--- config.mk ---
export PLATFORM = sky130hd
export DESIGN_NAME = exc_sequencer
export DESIGN_NICKNAME = d
export VERILOG_FILES = /design/src/rtl/exc_sequencer.sv
export SDC_FILE = /design/constraint.sdc
export NUM_CORES = 1
export LEC_CHECK = 0
export BUFFER_PORTS_ARGS = -buffer_cell sky130_fd_sc_hd__buf_2
export CAP_MARGIN = 5
export CORE_UTILIZATION = 50
export CTS_CLUSTER_SIZE = 28
export DETAILED_ROUTE_END_ITERATION = 6
export HOLD_SLACK_MARGIN = 0.05
export PLACE_DENSITY = 0.8
export SYNTH_ARGS = -nofsm -noshare
export SYNTH_HDL_FRONTEND = slang
export SYNTH_SLANG_ARGS = --single-unit
--- constraint.sdc ---
create_clock -name clk -period 2.3 [get_ports clk]
set_clock_uncertainty 0.15 [all_clocks]
set_input_delay 0 -clock clk [delete_from_list [all_inputs] [get_ports clk]]
set_output_delay 0 -clock clk [all_outputs]
set_load 0.01 [all_outputs]
--- src/rtl/exc_sequencer.sv ---
// Exception/interrupt/ERET commit sequencer between MEM and COP0.
// Ports: MEM-stage instruction + exception flags and COP0 status in;
//   COP0 exception-update bundle, flush, PC redirect and busy out.
module exc_sequencer #(
  parameter logic [31:0] EXC_VECTOR   = 32'hBFC0_0380,
  parameter int unsigned FLUSH_CYCLES = 2
) (
  input  logic        clk,
  input  logic        rst,
  input  logic        inst_valid,
  input  logic [31:0] inst_pc,
  input  logic        inst_bd,
  input  logic        exc_fetch_adel,
  input  logic        exc_ri,
  input  logic        exc_ov,
  input  logic        exc_syscall,
  input  logic        exc_break,
  input  logic        exc_load_adel,
  input  logic        exc_store_ades,
  input  logic [31:0] mem_addr,
  input  logic        inst_eret,
  input  logic        mem_stall,
  input  logic        allow_interrupt,
  input  logic [7:0]  interrupt_flag,
  input  logic [31:0] epc_address,
  output logic        exp_en,
  output logic        exp_badvaddr_en,
  output logic [31:0] exp_badvaddr,
  output logic        exp_bd,
  output logic [4:0]  exp_code,
  output logic [31:0] exp_epc,
  output logic        exl_clean,
  output logic        flush,
  output logic        redirect_valid,
  output logic [31:0] redirect_pc,
  output logic        busy
);

  typedef enum logic [1:0] {
    S_IDLE,
    S_COMMIT,
    S_FLUSH
  } state_t;

  localparam logic [3:0] CNT_INIT = 4'(FLUSH_CYCLES - 1);

  state_t      state;
  logic [3:0]  cnt;
  logic [31:0] target;
  logic [4:0]  last_code;
  logic        last_bd;

  logic        irq;
  logic        hit;
  logic        is_exc;
  logic [4:0]  code;
  logic        bva_en;
  logic [31:0] bva;
  logic [31:0] epc_exc;

  always_comb begin
    irq     = allow_interrupt & (|interrupt_flag);
    hit     = 1'b1;
    is_exc  = 1'b1;
    code    = 5'd0;
    bva_en  = 1'b0;
    bva     = 32'd0;
    epc_exc = inst_bd ? inst_pc - 32'd4 : inst_pc;
    priority case (1'b1)
      irq: code = 5'd0;
      exc_fetch_adel: begin
        code   = 5'd4;
        bva_en = 1'b1;
        bva    = inst_pc;
      end
      exc_ri:      code = 5'd10;
      exc_ov:      code = 5'd12;
      exc_syscall: code = 5'd8;
      exc_break:   code = 5'd9;
      exc_load_adel: begin
        code   = 5'd4;
        bva_en = 1'b1;
        bva    = mem_addr;
      end
      exc_store_ades: begin
        code   = 5'd5;
        bva_en = 1'b1;
        bva    = mem_addr;
      end
      inst_eret: is_exc = 1'b0;
      default: begin
        hit    = 1'b0;
        is_exc = 1'b0;
      end
    endcase
  end

  always_ff @(posedge clk or negedge rst) begin
    if (!rst) begin
      state           <= S_IDLE;
      cnt             <= 4'd0;
      target          <= 32'd0;
      last_code       <= 5'd0;
      last_bd         <= 1'b0;
      exp_en          <= 1'b0;
      exp_badvaddr_en <= 1'b0;
      exp_badvaddr    <= 32'd0;
      exp_bd          <= 1'b0;
      exp_code        <= 5'd0;
      exp_epc         <= 32'd0;
      exl_clean       <= 1'b0;
      flush           <= 1'b0;
      redirect_valid  <= 1'b0;
      redirect_pc     <= 32'd0;
      busy            <= 1'b0;
    end else begin
      redirect_valid <= 1'b0;
      redirect_pc    <= 32'd0;
      unique case (state)
        S_IDLE: begin
          if (inst_valid && hit) begin
            state  <= S_COMMIT;
            exp_en <= 1'b1;
            flush  <= 1'b1;
            busy   <= 1'b1;
            if (is_exc) begin
              exp_badvaddr_en <= bva_en;
              exp_badvaddr    <= bva;
              exp_bd          <= inst_bd;
              exp_code        <= code;
              exp_epc         <= epc_exc;
              exl_clean       <= 1'b0;
              target          <= EXC_VECTOR;
              last_code       <= code;
              last_bd         <= inst_bd;
            end else begin
              // ERET rewrites Cause/EPC with their current values
              exp_badvaddr_en <= 1'b0;
              exp_badvaddr    <= 32'd0;
              exp_bd          <= last_bd;
              exp_code        <= last_code;
              exp_epc         <= epc_address;
              exl_clean       <= 1'b1;
              target          <= epc_address;
            end
          end
        end
        S_COMMIT: begin
          if (!mem_stall) begin
            state  <= S_FLUSH;
            exp_en <= 1'b0;
            cnt    <= CNT_INIT;
            if (CNT_INIT == 4'd0) begin
              redirect_valid <= 1'b1;
              redirect_pc    <= target;
            end
          end
        end
        S_FLUSH: begin
          if (cnt == 4'd0) begin
            state <= S_IDLE;
            flush <= 1'b0;
            busy  <= 1'b0;
          end else begin
            cnt <= cnt - 4'd1;
            // pulse lines up with the cycle the counter reads zero
            if (cnt == 4'd1) begin
              redirect_valid <= 1'b1;
              redirect_pc    <= target;
            end
          end
        end
        default: state <= S_IDLE;
      endcase
    end
  end

endmodule

==> impl_metrics.py <==
metrics = {
    "synth": {
        "muxShareOfSynthArea_pct": 0.313,
        "synthArstFlopShare_pct": 100,
        "synth_compound_gate_area_share_pct": 19.3,
        "synth.distinct_cells": 56,
        "synth-xor-area-share_pct": 2.88,
        "synth-seq-area-share_pct": 56.4,
        "yosys_warnings": 0,
        "synthFlopType": "dfrtp_1",
        "synth_edf_count": 0,
        "syn-instance-count": 604,
        "synth-seq-cells": 144,
        "synth_fp_nets": 725,
        "synth.cell_area_mm2": 0.00639,
        "yosys.area_share.simple_pct": 16.3,
        "synth_fa_ha_area_share_pct": 0.588,
        "synth_top_family_by_area": "compound AO/OA/AOI/OAI gates",
        "postSynthAreaPerCell_um2": 10.6,
    },
    "drt": {
        "routedWlPerCell_um": 20.5,
        "drt_iter0_drc": 787,
        "drt_first_pass_iters": 6,
        "ant_nets": 0,
        "vias_per_cell": 5.96,
        "wirelength_um": 23800,
        "route.detailed.drc": 0,
        "via_count": 6897,
    },
    "timing": {
        "maxSlewHeadroom_pct": 54.9,
        "max_clock_freq_ghz": 0.424,
        "period_needed_ns": 2.36,
        "fin_crit_sh_pct": 102,
        "setup_viol_count_final": 1,
        "fin_ws_ns": -0.0569,
        "worstMarginPinSlew_ns": 0.673,
        "rsz0062_at_grt": "true",
        "final-max-slew-violation-count": 0,
        "hold_slack_ns": 0.0975,
        "hold_viol": 0,
    },
    "cells_and_area": {
        "finalInstanceArea_mm2": 0.00990,
        "multi_input_area_mm2": 0.00264,
        "fin_nets": 1095,
        "drive_gt1_share_pct": 32.6,
        "regArea_mm2": 0.00360,
        "area_delta_synth_final_pct": 55.0,
        "final_cell_mix": "buf_2 (223), dfrtp_1 (144), dlygate4sd3_1 (134)",
        "fill_cells": 674,
        "mostFrequentLayoutCell": "buf_2",
        "utilization_pct": 81.1,
    },
    "floorplanning": {
        "die_h_um": 115,
        "die_x_um": 115,
        "io_pins": 226,
        "rows": 40,
        "die_area_mm2": 0.0132,
        "initial_core_util_pct": 52.3,
        "core_area_mm2": 0.0122,
    },
    "power_and_ir_drop": {
        "ir_drop_v": 0.000529,
        "power.total_mw": 9.19,
        "leakagePower_nw": 4.70,
        "powerDensity_mw_per_mm2": 928,
    },
    "hold_path": {
        "hold_path_depth": 4,
        "hp-class": "input pin to register",
    },
    "critical_path": {
        "worst_path_most_repeated_cell": "dlygate4sd3_1",
        "worst-path-max-fanout": 8,
        "cp-end-kind": "register",
        "slowest_stage": "dlygate4sd3_1",
        "rr_worst_depth": 6,
        "critPathRequiredTime_ns": 2.46,
        "worstPathArrival_ns": 2.52,
        "path_class": "input pin to register",
        "startpoint_type": "input pin",
        "path_cells": "dlygate4sd3_1, buf_2, nor3_1, nand3_2, nor4_2, xnor2_1, dlygate4sd3_1, o21ai_2",
        "slowest_delay_ns": 0.60,
    },
    "grt": {
        "grt_pass1_vias": 6853,
        "grt_pass1_wl_um": 36400,
        "grt_antenna_before_repair": 2,
        "grt.overflow.total": 0,
        "grt_usage_pct": 36.7,
        "grt_start_max_net_pins": 63,
    },
    "clock_tree": {
        "cts_buffers": 17,
        "clock_latency_ns": 0.43,
        "h-tree-depth": 4,
        "cts_tree": "done",
        "cts_root_buf": "clkbuf_16",
        "clkTransAtPathRegs_ns": 0.06,
        "clockBufferDepth": 2,
        "clock-sinks": 144,
    },
    "placed_design": {
        "portBuffers": 224,
        "place.gp.congestion": 0.936,
        "dpl_cell_area_mm2": 0.00780,
        "dp_hpwl_um": 13500,
    },
    "status": {
        "status": "finished with violations",
        "violations": "negative setup slack",
    },
    "job": {
        "max_cap_violations": 0,
    },
}
[routing by layer]
metal | vias to the layer above | global-route usage [%] | wire length [um]
met3 | 137 | 9.65 | 2370
met2 | 562 | 58.3 | 11400
met1 | 3267 | 45.3 | 8630
met4 | 0 | 21.8 | 1410
met5 | - | 0 | 0
li1 | 2931 | - | -
[report_power, final]
| part | internal [mW] | switching (mW) | total (mW) | leakage [nW] |
|---|---|---|---|---|
| Sequential | 3.15 | 0.388 | 3.54 | 1.83 |
| Combinational | 1.29 | 1.71 | 3.00 | 2.60 |
| Clock | 1.55 | 1.10 | 2.65 | 0.266 |
[worst max-delay path, delay by kind of cell]
kind	cells	cell delay, ns
xor gates and xnor gates	1	0.17
buffers and inverters	3	1.35
and+or+nand+nor	3	0.94
AOI/OAI and AO/OA	1	0.05
[cells in the mapped netlist (2+ instances only)]
cell type  number  area [um^2]
dfrtp_1       144         3600
nand2_1        69          259
a22oi_1        41          308
o21ai_0        39          195
nor2_1         38          143
and2_1         33          206
clkbuf_1       26         97.6
a21oi_1        20          100
o22ai_1        19          119
a22o_1         18          158
nor4_1         14         87.6
xnor2_1        13          114
nor3_1         11         55.1
o22a_1         10         87.6
inv_1           8         30.0
or4_1           8         60.1
xor2_1          8         70.1
buf_6           7         78.8
o21ai_2         7         61.3
nand3_1         6         30.0
buf_4           5         37.5
o31a_1          5         43.8
nor4b_1         4         35.0
ha_1            3         37.5
o21a_1          3         22.5
o21ai_1         3         15.0
o31ai_1         3         22.5
or3_1           3         18.8
a221o_1         2         20.0
buf_1           2         7.51
buf_2           2         10.0
mux2i_1         2         20.0
nand2b_1        2         12.5
nand4_1         2         12.5
o32ai_1         2         17.5
or2_2           2         12.5
[worst paths after layout]
kind | from | end | slack, ns
max | inst_pc[23] | exp_epc[25] | -0.06
min | exc_fetch_adel | last_code[2] | 0.1
max reg2reg | state[0] | exp_epc[24] | 0.08
min reg2reg | state[1] | state[0] | 0.30
max in group asynchronous | rst | redirect_pc[5] | 0.78
min in group asynchronous | rst | redirect_pc[24] | 0.51
[metrics by stage]
| stage | cells | worst slack, ns | TNS (ns) |
|---|---|---|---|
| after floorplan | 604 | 0.212 | 0 |
| after global placement | 984 | 0.0806 | 0 |
| after detailed placement | 984 | 0.0503 | 0 |
| after CTS | 1150 | 0.00139 | 0 |
| after global routing | 1157 | -0.0902 | -0.104 |
| final | 1157 | -0.0569 | -0.0569 |
[registers in the layout, summed over array words and instances (netlist names), 2 cells and up]
signal	flops
last_code	4
exp_badvaddr	32
cnt	4
target	32
redirect_pc	32
exp_epc	32
state	2
[logic make-up (layout without fill, tap and decap cells)]
group           Yosys count  in the layout
compound gates          178            178
xor+xnor                 21             21
fa+ha+maj                 3              3
buf+inv                  51            434
flops                   144            144
mux                       2              2
other cells               1              3
simple gates            204            204
[final cells by class]
cell class	instances	share of cell area (%)
diodes	2	0.0505
clock buffers	21	4.65
clock inverters	11	1.06
inverters	8	0.303
multi-input cells	409	26.6
flip-flops and latches	144	36.4
well taps	168	2.12
repair buffers	394	28.8
[timing repair]
action | in CTS | in global routing
setup buffers | 0 | 4
hold endpoints to repair | 253 | 0
hold buffers | 134 | 0
setup endpoints to repair | 0 | 70
gates resized for setup | 0 | 24
Note: power is estimated with default switching activity, not from simulation.
